File: config.mk
export PLATFORM = sky130hd
export DESIGN_NAME = uart_buffered_cfg
export DESIGN_NICKNAME = d
export VERILOG_FILES = /design/src/rtl/uart_buffered_cfg.sv
export SDC_FILE = /design/constraint.sdc
export NUM_CORES = 1
export LEC_CHECK = 0
export ABC_AREA = 1
export ABC_CLOCK_PERIOD_IN_PS = 4000
export BUFFER_PORTS_ARGS = -buffer_cell sky130_fd_sc_hd__buf_2
export CORE_ASPECT_RATIO = 0.8
export CORE_UTILIZATION = 40
export CTS_CLUSTER_DIAMETER = 30
export CTS_CLUSTER_SIZE = 25
export DETAILED_ROUTE_END_ITERATION = 7
export HOLD_SLACK_MARGIN = 0.03
export PLACE_DENSITY = 0.53
export SYNTH_ARGS = -nofsm -noshare
export SYNTH_HDL_FRONTEND = slang
export SYNTH_SLANG_ARGS = --single-unit
export TNS_END_PERCENT = 50
File: constraint.sdc
create_clock -name clk -period 4 [get_ports clk]
set_input_delay 0.8 -clock clk [delete_from_list [all_inputs] [get_ports clk]]
set_output_delay 0.8 -clock clk [all_outputs]
set_load 0.02 [all_outputs]
File: src/rtl/uart_buffered_cfg.sv
// Buffered UART with a configurable character format, TX/RX FIFOs and per-word RX error flags.
// Define UART_LOOPBACK_EN to build the internal TX->RX loopback mux driven by the loopback port.

module ft_fifo #(
  parameter int W     = 8,
  parameter int DEPTH = 32,
  localparam int AW   = $clog2(DEPTH)
) (
  input  logic         clk,
  input  logic         rst_n,
  input  logic         push,
  input  logic         pop,
  input  logic [W-1:0] din,
  output logic [W-1:0] dout,
  output logic         full,
  output logic         empty,
  output logic [AW:0]  level
);
  logic [W-1:0]  mem [DEPTH];
  logic [AW-1:0] wr_q, wr_d, rd_q, rd_d;
  logic [AW:0]   cnt_q, cnt_d;
  logic          push_ok, pop_ok;

  // A push at full is accepted only when a pop frees the head in the same cycle.
  always_comb begin
    full    = (cnt_q == (AW+1)'(DEPTH));
    empty   = (cnt_q == '0);
    pop_ok  = pop && !empty;
    push_ok = push && (!full || pop_ok);
    wr_d    = push_ok ? wr_q + 1'b1 : wr_q;
    rd_d    = pop_ok  ? rd_q + 1'b1 : rd_q;
    cnt_d   = cnt_q;
    if (push_ok && !pop_ok)      cnt_d = cnt_q + 1'b1;
    else if (pop_ok && !push_ok) cnt_d = cnt_q - 1'b1;
    dout    = empty ? '0 : mem[rd_q];
    level   = cnt_q;
  end

  always_ff @(posedge clk) begin
    if (push_ok) mem[wr_q] <= din;
  end

  always_ff @(posedge clk or negedge rst_n) begin
    if (!rst_n) begin
      wr_q  <= '0;
      rd_q  <= '0;
      cnt_q <= '0;
    end else begin
      wr_q  <= wr_d;
      rd_q  <= rd_d;
      cnt_q <= cnt_d;
    end
  end
endmodule

module uart_buffered_cfg #(
  parameter int FCLK      = 100000000,
  parameter int BAUD      = 115200,
  parameter int DATA_BITS = 8,
  parameter int PARITY    = 0,
  parameter int STOP_BITS = 1,
  parameter int TX_DEPTH  = 32,
  parameter int RX_DEPTH  = 32
) (
  input  logic                        clk,
  input  logic                        rst_n,
  input  logic [DATA_BITS-1:0]        tx_data,
  input  logic                        tx_en,
  output logic                        tx_full,
  output logic [$clog2(TX_DEPTH):0]   tx_level,
  output logic                        tx_busy,
  input  logic                        rx_next,
  output logic [DATA_BITS-1:0]        rx_data,
  output logic                        rx_err_frame,
  output logic                        rx_err_parity,
  output logic                        rx_empty,
  output logic [$clog2(RX_DEPTH):0]   rx_level,
  output logic                        rx_overrun,
  input  logic                        err_clr,
  input  logic                        loopback,
  input  logic                        rx,
  output logic                        tx
);
  localparam int DIV = (FCLK + BAUD / 2) / BAUD;
  localparam int CW  = $clog2(DIV);
  localparam int RW  = DATA_BITS + 2;

  typedef enum logic [2:0] {S_IDLE, S_START, S_DATA, S_PAR, S_STOP, S_WAIT} state_e;

  // ---------------- TX ----------------
  state_e               tx_st_q, tx_st_d;
  logic [CW-1:0]        tx_cnt_q, tx_cnt_d;
  logic [3:0]           tx_idx_q, tx_idx_d;
  logic [DATA_BITS-1:0] tx_sh_q, tx_sh_d, tx_head;
  logic                 tx_par_q, tx_par_d;
  logic                 tx_line_q, tx_line_d;
  logic                 tx_pop, tx_load, tx_empty, tx_tick;

  ft_fifo #(.W(DATA_BITS), .DEPTH(TX_DEPTH)) u_tx_fifo (
    .clk   (clk),
    .rst_n (rst_n),
    .push  (tx_en),
    .pop   (tx_pop),
    .din   (tx_data),
    .dout  (tx_head),
    .full  (tx_full),
    .empty (tx_empty),
    .level (tx_level)
  );

  assign tx_tick = (tx_cnt_q == CW'(DIV - 1));
  assign tx_busy = (tx_st_q != S_IDLE) || !tx_empty;

  always_comb begin
    tx_st_d   = tx_st_q;
    tx_cnt_d  = tx_tick ? '0 : tx_cnt_q + 1'b1;
    tx_idx_d  = tx_idx_q;
    tx_sh_d   = tx_sh_q;
    tx_par_d  = tx_par_q;
    tx_line_d = tx_line_q;
    tx_load   = 1'b0;
    tx_pop    = 1'b0;
    case (tx_st_q)
      S_IDLE: begin
        tx_cnt_d  = '0;
        tx_line_d = 1'b1;
        tx_load   = !tx_empty;
      end
      S_START: if (tx_tick) begin
        tx_line_d = tx_sh_q[0];
        tx_idx_d  = '0;
        tx_st_d   = S_DATA;
      end
      S_DATA: if (tx_tick) begin
        tx_sh_d = tx_sh_q >> 1;
        if (tx_idx_q == 4'(DATA_BITS - 1)) begin
          tx_idx_d = '0;
          if (PARITY != 0) begin
            tx_line_d = tx_par_q;
            tx_st_d   = S_PAR;
          end else begin
            tx_line_d = 1'b1;
            tx_st_d   = S_STOP;
          end
        end else begin
          tx_line_d = tx_sh_q[1];
          tx_idx_d  = tx_idx_q + 1'b1;
        end
      end
      S_PAR: if (tx_tick) begin
        tx_line_d = 1'b1;
        tx_idx_d  = '0;
        tx_st_d   = S_STOP;
      end
      S_STOP: if (tx_tick) begin
        if (tx_idx_q == 4'(STOP_BITS - 1)) begin
          tx_st_d = S_IDLE;
          tx_load = !tx_empty;
        end else begin
          tx_idx_d = tx_idx_q + 1'b1;
        end
      end
      default: tx_st_d = S_IDLE;
    endcase
    // Loading from IDLE or straight out of STOP keeps frames back-to-back.
    if (tx_load) begin
      tx_pop    = 1'b1;
      tx_sh_d   = tx_head;
      tx_par_d  = (^tx_head) ^ (PARITY == 1);
      tx_line_d = 1'b0;
      tx_cnt_d  = '0;
      tx_st_d   = S_START;
    end
  end

  always_ff @(posedge clk or negedge rst_n) begin
    if (!rst_n) begin
      tx_st_q   <= S_IDLE;
      tx_cnt_q  <= '0;
      tx_idx_q  <= '0;
      tx_sh_q   <= '0;
      tx_par_q  <= 1'b0;
      tx_line_q <= 1'b1;
    end else begin
      tx_st_q   <= tx_st_d;
      tx_cnt_q  <= tx_cnt_d;
      tx_idx_q  <= tx_idx_d;
      tx_sh_q   <= tx_sh_d;
      tx_par_q  <= tx_par_d;
      tx_line_q <= tx_line_d;
    end
  end

  // ---------------- pin / loopback ----------------
  logic rx_src;
`ifdef UART_LOOPBACK_EN
  logic tx_pin_q, tx_pin_d;
  assign rx_src   = loopback ? tx_line_q : rx;
  assign tx_pin_d = loopback ? 1'b1 : tx_line_d;
  always_ff @(posedge clk or negedge rst_n) begin
    if (!rst_n) tx_pin_q <= 1'b1;
    else        tx_pin_q <= tx_pin_d;
  end
  assign tx = tx_pin_q;
`else
  logic unused_loopback;
  assign unused_loopback = loopback;
  assign rx_src          = rx;
  assign tx              = tx_line_q;
`endif

  // ---------------- RX ----------------
  state_e               rx_st_q, rx_st_d;
  logic [CW-1:0]        rx_cnt_q, rx_cnt_d;
  logic [3:0]           rx_idx_q, rx_idx_d;
  logic [DATA_BITS-1:0] rx_sh_q, rx_sh_d;
  logic                 rx_par_q, rx_par_d;
  logic                 rx_meta_q, rx_sync_q, rx_prev_q;
  logic                 rx_tick, rx_half, rx_push, rx_perr, rx_full;
  logic [RW-1:0]        rx_word;
  logic                 ovr_q, ovr_d;

  assign rx_tick = (rx_cnt_q == CW'(DIV - 1));
  assign rx_half = (rx_cnt_q == CW'(DIV / 2 - 1));
  assign rx_perr = (PARITY == 0) ? 1'b0 : ((^rx_sh_q) ^ rx_par_q ^ (PARITY == 1));
  assign rx_word = {~rx_sync_q, rx_perr, rx_sh_q};

  always_comb begin
    rx_st_d  = rx_st_q;
    rx_cnt_d = rx_tick ? '0 : rx_cnt_q + 1'b1;
    rx_idx_d = rx_idx_q;
    rx_sh_d  = rx_sh_q;
    rx_par_d = rx_par_q;
    rx_push  = 1'b0;
    case (rx_st_q)
      S_IDLE: begin
        rx_cnt_d = '0;
        if (rx_prev_q && !rx_sync_q) rx_st_d = S_START;
      end
      // Start bit is re-checked at its centre so a short glitch is discarded.
      S_START: if (rx_half) begin
        rx_cnt_d = '0;
        rx_idx_d = '0;
        rx_st_d  = rx_sync_q ? S_IDLE : S_DATA;
      end
      S_DATA: if (rx_tick) begin
        rx_sh_d = {rx_sync_q, rx_sh_q[DATA_BITS-1:1]};
        if (rx_idx_q == 4'(DATA_BITS - 1)) rx_st_d = (PARITY != 0) ? S_PAR : S_STOP;
        else                               rx_idx_d = rx_idx_q + 1'b1;
      end
      S_PAR: if (rx_tick) begin
        rx_par_d = rx_sync_q;
        rx_st_d  = S_STOP;
      end
      S_STOP: if (rx_tick) begin
        rx_push = 1'b1;
        rx_st_d = rx_sync_q ? S_IDLE : S_WAIT;
      end
      S_WAIT: begin
        rx_cnt_d = '0;
        if (rx_sync_q) rx_st_d = S_IDLE;
      end
      default: rx_st_d = S_IDLE;
    endcase
    ovr_d = ovr_q;
    if (err_clr)                          ovr_d = 1'b0;
    if (rx_push && rx_full && !rx_next)   ovr_d = 1'b1;
  end

  always_ff @(posedge clk or negedge rst_n) begin
    if (!rst_n) begin
      rx_meta_q <= 1'b1;
      rx_sync_q <= 1'b1;
      rx_prev_q <= 1'b1;
      rx_st_q   <= S_IDLE;
      rx_cnt_q  <= '0;
      rx_idx_q  <= '0;
      rx_sh_q   <= '0;
      rx_par_q  <= 1'b0;
      ovr_q     <= 1'b0;
    end else begin
      rx_meta_q <= rx_src;
      rx_sync_q <= rx_meta_q;
      rx_prev_q <= rx_sync_q;
      rx_st_q   <= rx_st_d;
      rx_cnt_q  <= rx_cnt_d;
      rx_idx_q  <= rx_idx_d;
      rx_sh_q   <= rx_sh_d;
      rx_par_q  <= rx_par_d;
      ovr_q     <= ovr_d;
    end
  end

  ft_fifo #(.W(RW), .DEPTH(RX_DEPTH)) u_rx_fifo (
    .clk   (clk),
    .rst_n (rst_n),
    .push  (rx_push),
    .pop   (rx_next),
    .din   (rx_word),
    .dout  ({rx_err_frame, rx_err_parity, rx_data}),
    .full  (rx_full),
    .empty (rx_empty),
    .level (rx_level)
  );

  assign rx_overrun = ovr_q;
endmodule

==> results of run 1 <==
## through the flow
step	hold slack, ps	util, %	setup WS, ps	power, mW	area (µm²)
after detailed placement	349	42.4	781	12.0	28500
final	213	49.3	224	23.0	33100
after floorplan	345	-	1080	10.5	27200
after CTS	176	49.2	70.6	23.1	33100
after global placement	351	42.4	741	11.9	28500
after global routing	189	49.3	27.3	24.0	33100
## cells in the final DEF (no fill, tap or decap), types with 6 or more instances in the layout
cell type,n
nand2_2,8
edfxtp_1,544
clkinv_1,22
nor2_1,363
xor2_1,17
buf_2,38
nand2_1,540
clkinv_2,29
clkbuf_1,13
inv_1,162
clkbuf_16,138
o21ai_0,196
o211ai_1,23
buf_12,6
bufinv_16,17
o22ai_1,45
a21oi_1,48
or2_2,7
ha_1,26
nor2_4,20
nand3_1,229
o21ai_1,6
clkinvlp_4,19
dfrtp_1,79
buf_4,54
xnor2_1,6
nor3_1,13
## final timing paths
kind / startpoint / end / slack [ps]
max: u_rx_fifo.rd_q[2]$_DFFE_PN0P_ / rx_data[1] / 220
min: rst_n / rx_idx_q[1]$_DFFE_PN0P_ / 210
max reg2reg: rx_cnt_q[0]$_DFF_PN0_ / u_rx_fifo.level[5]$_DFFE_PN0P_ / 870
min reg2reg: rx_meta_q$_DFF_PN1_ / rx_sync_q$_DFF_PN1_ / 350
max in group asynchronous: rst_n / u_tx_fifo.rd_q[0]$_DFFE_PN0N_ / 2860
min in group clk: rx / rx_meta_q$_DFF_PN1_ / 220
## cell usage after synthesis (7+ instances only)
library cell / n
o21ai_0: 196
nor2_1: 363
edfxtp_1: 544
inv_1: 163
buf_2: 41
clkbuf_1: 62
ha_1: 26
or2_2: 7
clkinv_1: 7
o211ai_1: 23
nand2_1: 540
a21oi_1: 48
buf_1: 10
o22ai_1: 45
nor2_4: 20
nand2_2: 8
dfrtp_1: 83
xor2_1: 17
nand3_1: 229
nor3_1: 13
## power by group
group          total [mW]  internal, mW  leakage, nW  switching [mW]
clock                11.0          7.44         2.21            3.60
sequential           7.68          7.39         6.67           0.285
combinational        4.29          1.35         4.32            2.93
total                23.0          16.2         13.2            6.82
## worst register-to-register path: stages, from the launching register on
cell and delay, ps:
dfrtp_1 380, ha_1 220, nand3_1 90, nor3_1 150, nand2_1 130, inv_1 130
nand3_2 210, inv_2 280, ha_1 240, inv_1 130, ha_1 360, nand3_1 90
nand3_1 100, nand2_1 80, a21oi_1 180, nor2_1 60, nand2_1 60, nand2_1 50
nand2_1 50, nand2_1 40
## sequential cells by signal, summed over array words and instances, names as in the netlist, 4 cells and up
signal / flops
u_rx_fifo.mem: 288
u_tx_fifo.mem: 256
rx_cnt_q: 10
tx_cnt_q: 10
rx_sh_q: 8
tx_sh_q: 8
u_rx_fifo.level: 6
u_tx_fifo.level: 6
u_rx_fifo.rd_q: 5
u_rx_fifo.wr_q: 5
u_tx_fifo.rd_q: 5
u_tx_fifo.wr_q: 5
rx_idx_q: 4
tx_idx_q: 4
## metal layers
metal	routed length (µm)	global-route usage [%]
met2	29100	28.3
met3	4060	3.94
met5	0	0
met4	1300	6.53
met1	32700	30.0
## cell type report
type | instances | area, µm²
clock inverters | 92 | 1080
inverters | 176 | 669
fillers | 6025 | 34100
clock buffers | 153 | 3530
flip-flops and latches | 631 | 18500
repair buffers | 99 | 743
well taps | 913 | 1140
multi-input cells | 1577 | 7420
## timing repair
action | CTS | global route
resized for setup | 0 | 1
buffers inserted | 0 | 1
endpoints found under the setup margin | 0 | 5
## cell families (layout without fill, tap and decap cells)
kind of cell               Yosys count  in the layout  synth area share, %
and+or+nand+nor                   1198           1198                 18.7
DFF                                631            631                 68.2
AOI/OAI and AO/OA                  326            326                 6.50
buffers and inverters              296            520                 4.49
adders and majority gates           28             28                 1.35
xor gates and xnor gates            23             23                0.742
other                                1              1               0.0138
muxes                                1              1               0.0415
==> metrics.txt, run 1 <==
Clock Latency Late Sink=700 ps; f_max=~260 MHz; cell mode on critical path=nand2_1; Critical-path top delay cell=dfrtp_1; CTS root buf=clkbuf_16; Starting DRT DRC Count=approximately 1500; area grow syn2layout=22.0%; cells after synthesis=~2500; CTS Buf Count=around 130; Die Wd=293 µm; worst vdd rail ir drop=0.000537 V; Post-synth EDFFs=approximately 540; # DRC=0; dpl hpwl=39300 µm; #FFs+latches synth=around 630; Tightest Pin Transition=~1300 ps; Yosys warning count=0; GR Overflow Total=0; die area=0.0689 mm²; hold buffers post-CTS=0; Crit Path Class=reg2out; drt wl/cell=~18 µm; initial antenna violation count=0; Vias/cell=between 5 and 6; Final setup viols=0; fin crit share=94.4%; crit path max fanout=19; CP cell instances=clkinvlp_4, o211ai_1, nand3_1, nand2_1, nand2_1, nor2_1, buf_2; CP Data Arrival Time=2980 ps; DP Cell Count=approximately 3400; PwrDens=about 700 mW/mm²; final WL=67200 µm; Tot GR Track Use=slightly below 20%; non-filler cells, final=around 3600; Worst Path Required=between 3000 and 4000 ps; number of global-route vias before repair=between 15000 and 20000; syn nets=roughly 2500; Buf/Inv on CP=2; Fin. Hold Viols=0; first-pass GRT wire length=between 100000 and 150000 µm; post-route ant nets=0; antenna diode count=0; Slew headroom=between 10% and 20%; clock tree sinks=about 630; worst clock skew=30.8 ps; Die Height=roughly 240 µm; mapped cell area=0.0272 mm²; Syn Area/Cell=around 11 µm²; Reg clk slew, reported paths=around 50 ps; max incr delay on CP=approximately 700 ps; Max-Cap Viols=0; H-tree Lvls=4; Routability Congestion=between 0.8 and 0.9; RSZ-0062 raised after global routing=false; Core Area=about 0.067 mm²; R2R cell count=19; Synth area leaders=edfxtp_1 (60%), dfrtp_1 (7.6%), nand2_1 (7.5%), nor2_1 (5.0%), nand3_1 (4.2%); area share of the largest cell type after synthesis=60.2%; sequential area share after synthesis=between 60% and 70%; Synth area leader=edfxtp_1; Post-synth ARST share=around 14%; Leak Pwr=roughly 13 nW; TNS Setup=0 ps; Initial DRT Pass Iterations=5; buffers added on ports=39; final net count=2662; largest net degree at the start of global routing=82; Initial Util=about two fifths; element type at the critical path end=primary output; routed via count=roughly 18000; post-layout min period=~3800 ps; Hold Path Class=in2async; max-slew violations=0; Critical Path Start Type=register; Bufs on Longest Clock Path=3; row count=between 80 and 90; CP top delay family=buffers and inverters; Levels on crit path=7; share of cells above drive strength 1=a little over an eighth; ys flop type=edfxtp_1; library cells used by synthesis=44; IO Pins=42; status=completed; CTS tree=built
Power figures use the tool's default switching activity.
==> inputs of run 2 (changes only) <==
--- a/config.mk
+++ b/config.mk
@@ -15,7 +15,9 @@
 export DETAILED_ROUTE_END_ITERATION = 7
 export HOLD_SLACK_MARGIN = 0.03
 export PLACE_DENSITY = 0.53
+export SETUP_SLACK_MARGIN = 0.1
 export SYNTH_ARGS = -nofsm -noshare
 export SYNTH_HDL_FRONTEND = slang
+export SYNTH_HIERARCHICAL = 1
 export SYNTH_SLANG_ARGS = --single-unit
 export TNS_END_PERCENT = 50
==> run 2 against run 1 <==
Clock power rose by 5%. Clock skew rose by 5.3 ps. Register-to-register slack got worse by 200 ps. Largest power group unchanged.
==> metrics.txt, run 2 <==
mapped cell area=0.0292 mm² (+7.6%); postcts setup bufs=0 (unchanged); Fillers=6407 (+6.3%); max-slew violations=0 (unchanged); Initial DRT Pass Iterations=6 (+1); #FFs+latches synth=663 (+5.1%); antenna diode count=0 (unchanged); element type at the critical path end=primary output; Synth area leaders=edfxtp_1 (59%), nand2_1 (11%), dfrtp_1 (7.1%), nand3_1 (6.0%), nor2_1 (4.0%); Post-synth EDFFs=576 (+5.9%); Critical Path Start Type=register; sequential area share after synthesis=66.7% (-1.5 points); top-count cell post-synth=nand2_1; final net count=3037 (+14%); fin crit share=93.6% (-0.82 points); final WL=72800 µm (+8.3%); worst hold slack=205 ps (-7.55 ps); met2 wire len=31500 µm (+8.3%); first-pass GRT wire length=114000 µm (+9.1%); die area=0.0741 mm² (+7.5%); RSZ-0062 raised after global routing=false; cells after synthesis=2845 (+14%); Post-synth ARST share=13.1% (-0.67 points); Starting DRT DRC Count=1717 (+16%); Crit Path Class=reg2out; Die Height=244 µm (+3.7%); CTS root buf=clkbuf_16; f_max=267 MHz (+0.87%); Tot GR Track Use=20.0% (+0.23 points); drt wl/cell=18.0 µm (-2.6%); CTS tree=built; Final setup viols=0 (unchanged); worst clock skew=36.1 ps (+5.33 ps); Hold Path Class=in2async; met3 wire length=4490 µm (+11%); ys flop type=edfxtp_1; Syn Area/Cell=10.3 µm² (-5.3%); Worst Path Required=3200 ps (about the same); Die Wd=304 µm (+3.7%); final design utilization=49.0% (-0.26 points); post-route ant nets=0 (unchanged); Routability Congestion=0.838 (+2.6%); Reg clk slew, reported paths=50 ps (about the same); Fin. Hold Viols=0 (unchanged); worst vdd rail ir drop=0.000526 V (-2.2%); Leak Pwr=14.8 nW (+12%); dpl hpwl=44500 µm (+13%); area share of the largest cell type after synthesis=59.2% (-0.93 points); max reg flops=320 (+11%); Tightest Pin Transition=1280 ps (-21.4 ps); # DRC=0 (unchanged); Post-Route M1 WL=35600 µm (+8.7%); Slew headroom=14.5% (+1.4 points); top cells by instance count after synthesis=nand2_1 (845), edfxtp_1 (576), nand3_1 (351), nor2_1 (311), inv_1 (260); buffers added on ports=40 (+2.6%); library cells used by synthesis=43 (-2.3%); CP Data Arrival Time=2940 ps (-40 ps); most frequent cells in the layout=nand2_1 (844), edfxtp_1 (576), nand3_1 (351); routed via count=20200 (+9.4%); max layer used=met4; most common cell after layout, fill and taps aside=nand2_1; most flop-heavy register=u_rx_fifo/mem; share of cells above drive strength 1=12.3% (-1.4 points); Regs by FF count=u_rx_fifo/mem: 320 flops, u_tx_fifo/mem: 256 flops; row count=88 (+3.5%); hold buffers post-CTS=0 (unchanged); Vias/cell=5.00 (-1.6%); Yosys warning count=6 (+6); H-tree Lvls=4 (unchanged); non-filler cells, final=4048 (+11%); largest net degree at the start of global routing=131 (+60%); post-layout min period=3740 ps (-32.7 ps); Initial Util=40.5% (+0.096 points); PwrDens=770 mW/mm² (+11%); DP Cell Count=3801 (+12%); Max-Cap Viols=0 (unchanged); CTS Buf Count=134 (unchanged); status=completed; Clock Latency Late Sink=700 ps (about the same); number of global-route vias before repair=19800 (+9.5%); initial antenna violation count=0 (unchanged); TNS Setup=0 ps (unchanged); Bufs on Longest Clock Path=3 (unchanged); Synth area leader=edfxtp_1; crit path max fanout=19 (unchanged); clock tree sinks=663 (+5.1%); GR Overflow Total=0 (unchanged); area grow syn2layout=21.0%; IO Pins=42 (unchanged); Core Area=0.0721 mm² (+7.3%)
run 2: cell count changes in the layout (fill, tap and decap cells not counted), sizes merged, moves of 23 or more:
cell,change
nand3,+125
o211ai,-23
nand2,+312
edfxtp,+32
conb,+31
inv,+105
o22ai,-42
nor2,-70
o21ai,-81
run 2: repair_timing:
item,CTS,global route
resized for setup,2,3
endpoints found under the setup margin,10,10
hold endpoints to repair,0,0
run 2: final timing paths:
path | from | slack [ps] | depth (start not counted) | end
setup reg to reg | tx_cnt_q[0]$_DFF_PN0_ | 670 | 12 | u_tx_fifo/mem[3][1]$_DFFE_PP_
max in group asynchronous | rst_n | 2840 | 2 | u_tx_fifo/rd_q[0]$_DFFE_PN0P_
min in group clk | rx | 210 | 1 | rx_meta_q$_DFF_PN1_
hold / removal | rst_n | 210 | 1 | rx_idx_q[2]$_DFFE_PN0P_
setup / recovery | u_rx_fifo/rd_q[0]$_DFFE_PN0P_ | 260 | 11 | rx_data[7]
hold reg to reg | rx_meta_q$_DFF_PN1_ | 350 | 0 | rx_sync_q$_DFF_PN1_
run 2: cells by family after synthesis:
| group | share of synthesized area (%) |
|---|---|
| AOI/OAI and AO/OA | 2.90 |
| xor gates and xnor gates | 1.02 |
| adders and majority gates | 1.34 |
| buffers and inverters | 5.91 |
| DFF | 66.7 |
| other | 0.0128 |
| and+or+nand+nor | 22.1 |
run 2: area by class of cell:
type	count	area, µm²	area share [%]
inverter	279	1060	2.99
clock buffer	156	3620	10.3
clock inverter	91	1110	3.14
tap	945	1180	3.35
multi-input combinational	1813	8120	23.0
sequential	663	19500	55.1
timing repair buffer	101	764	2.16
run 2: stage by stage:
step	instance area [µm²]	setup slack, ps	power [mW]
after detailed placement	30600	645	15.8
after CTS	35300	152	27.4
after global routing	35300	101	28.7
final	35300	257	27.2
after floorplan	29300	714	13.5
after global placement	30600	711	15.7
run 2: critical path, cell delays in order (launching register included):
cell and delay, ps:
dfrtp_4 510, inv_4 230, buf_4 260, nand2_1 70, nand2_1 60, nand2_1 50
nand3_1 110, nand2_1 90, nor2_1 390, nor2_1 100, nor2_1 170, buf_2 190
run 2: layer usage:
layer / GRT usage (%) / vias up
li1: - / 9729
met1: 29.9 / 9859
met2: 29.0 / 542
met3: 4.10 / 106
met4: 6.40 / 0
met5: 0 / -
run 2: power by group:
part,switching (mW),internal (mW)
clock network,3.69,7.79
logic,5.22,2.15
registers,0.442,7.92
total,9.35,17.9
==> inputs of run 3 (changes only) <==
--- a/config.mk
+++ b/config.mk
@@ -6,7 +6,7 @@
 export NUM_CORES = 1
 export LEC_CHECK = 0
 export ABC_AREA = 1
-export ABC_CLOCK_PERIOD_IN_PS = 4000
+export ABC_CLOCK_PERIOD_IN_PS = 3800
 export BUFFER_PORTS_ARGS = -buffer_cell sky130_fd_sc_hd__buf_2
 export CORE_ASPECT_RATIO = 0.8
 export CORE_UTILIZATION = 40
==> constraint.sdc (replaced) <==
create_clock -name clk -period 3.8 [get_ports clk]
set_input_delay 0.76 -clock clk [delete_from_list [all_inputs] [get_ports clk]]
set_output_delay 0.76 -clock clk [all_outputs]
set_load 0.02 [all_outputs]
==> run 3 against run 2 <==
Via count rose by 0.57%. Largest cell class unchanged. Highest routed layer unchanged. Count of clock-buffer cells in the layout increased by 9. Clock power rose by 3%. Critical path depth is 3 lower. Setup slack worse by 15 ps. Final cell count up 0.74%. Critical endpoint is now rx_err_parity. Clock skew decreased by 3.1 ps.
==> metrics.txt, run 3 (synthesized netlist as in run 2, its figures left out) <==
clock tree sinks=663 (unchanged); Regs by FF count=u_rx_fifo/mem: 320 flops, u_tx_fifo/mem: 256 flops; Initial DRT Pass Iterations=5 (-1); worst clock skew=33.0 ps (-3.08 ps); antenna diode count=0 (unchanged); Slew headroom=20.3% (+5.9 points); worst vdd rail ir drop=0.000383 V (-27%); Crit Path Class=reg2out; Vias/cell=4.99 (-0.17%); die area=0.0741 mm² (unchanged); Core Area=0.0721 mm² (unchanged); Tightest Pin Transition=1200 ps (-87.9 ps); post-route ant nets=0 (unchanged); Clock Latency Late Sink=700 ps (about the same); routed via count=20400 (+0.57%); largest net degree at the start of global routing=104 (-21%); f_max=281 MHz; TNS Setup=0 ps (unchanged); CTS Buf Count=136 (+1.5%); RSZ-0062 raised after global routing=false; Initial Util=40.5% (unchanged); drt wl/cell=18.0 µm (+0.33%); row count=88 (unchanged); Worst Path Required=3040 ps (-160 ps); Reg clk slew, reported paths=50 ps (about the same); Critical Path Start Type=register; Die Wd=304 µm (unchanged); Bufs on Longest Clock Path=3 (unchanged); Fin. Hold Viols=0 (unchanged); post-layout min period=3560 ps; max reg flops=320 (unchanged); IO Pins=42 (unchanged); # DRC=0 (unchanged); element type at the critical path end=primary output; share of cells above drive strength 1=12.8% (+0.52 points); H-tree Lvls=4 (unchanged); final WL=73500 µm (+1.1%); final worst slack=241 ps (-15.2 ps); Max-Cap Viols=0 (unchanged); most frequent cells in the layout=nand2_1 (844), edfxtp_1 (576), nand3_1 (351); dpl ws=619 ps (-26.7 ps); Fillers=6480 (+1.1%); PwrDens=806 mW/mm² (+4.7%); CTS tree=built; Tot GR Track Use=20.1% (+0.084 points); initial antenna violation count=0 (unchanged); Leak Pwr=14.9 nW (+0.90%); max-slew violations=0 (unchanged); first-pass GRT wire length=114000 µm (+0.30%); Tot Pwr=28.6 mW (+5.2%); status=completed; GR Overflow Total=0 (unchanged); number of global-route vias before repair=19700 (-0.74%); most common cell after layout, fill and taps aside=nand2_1; area grow syn2layout=21.6%; dpl hpwl=44300 µm (-0.55%); buffers added on ports=40 (unchanged); CP Data Arrival Time=2800 ps (-140 ps); CTS root buf=clkbuf_16; most flop-heavy register=u_rx_fifo/mem; Die Height=244 µm (unchanged); Final setup viols=0 (unchanged); Hold Path Class=in2reg; crit path max fanout=81 (+62); Routability Congestion=0.832 (-0.76%); Starting DRT DRC Count=1636 (-4.7%); fin crit share=about 94%; final net count=3065 (+0.92%)
run 3: cell types whose count changed in the layout (fill, tap and decap cells not counted), sizes merged:
cell / delta
buf: +24
bufinv: -3
clkbuf: +10
clkinv: -4
clkinvlp: -5
inv: +8
run 3: layout make-up:
type	count	area [µm²]	area share [%]
sequential	663	19500	54.9
multi-input combinational	1813	8120	22.9
clock buffer	165	3590	10.1
tap	945	1180	3.33
clock inverter	86	1070	3.02
inverter	279	1070	3.02
timing repair buffer	126	983	2.77
timing repair inverter	1	5.00	0.0141
run 3: worst max-delay path: stages, from the launching register on:
cell     delay (ps)
dfrtp_2         390
buf_8           490
o21ai_0         190
o21ai_1         150
nor2_1           50
nor2_1          370
nor2_1          160
nor2_1          120
buf_2           170
run 3: routing by layer:
layer  track usage, %  wire [µm]  vias to the layer above
met1             30.0      35800                     9855
met5                0          0                        -
met3             4.31       5220                      119
met4             7.58       1570                        0
li1                 -          -                     9789
met2             28.6      30900                      589
run 3: final timing paths:
path	from	end	slack (ps)	depth (start not counted)
max	u_rx_fifo/rd_q[1]$_DFFE_PN0P_	rx_err_parity	240	8
min	rx	rx_meta_q$_DFF_PN1_	160	1
max reg2reg	tx_cnt_q[0]$_DFF_PN0_	u_tx_fifo/level[4]$_DFFE_PN0P_	590	19
min reg2reg	rx_meta_q$_DFF_PN1_	rx_sync_q$_DFF_PN1_	360	0
max in group asynchronous	rst_n	u_tx_fifo/rd_q[0]$_DFFE_PN0P_	2700	2
min in group asynchronous	rst_n	rx_cnt_q[5]$_DFF_PN0_	190	1
run 3: power breakdown:
part,switching [mW],internal [mW]
clock network,3.98,7.96
registers,0.413,8.34
logic,5.60,2.34
total,9.99,18.6
run 3: repair_timing:
| action | in CTS | in global routing |
|---|---|---|
| gates cloned | 0 | 2 |
| setup buffers | 0 | 1 |
| pin swaps | 0 | 0 |
| hold buffers | 0 | 0 |
| setup endpoints to repair | 10 | 10 |
| resized for setup | 3 | 12 |
run 3: per-stage QoR:
stage               cells  hold slack [ps]  util [%]  cell area (µm²)
floorplan            2876              345         -            29300
global placement     3824              350      42.6            30800
detailed placement   3824              351      42.6            30800
CTS                  4075              106      49.1            35400
global route         4078              132      49.2            35500
finish               4078              163      49.2            35500
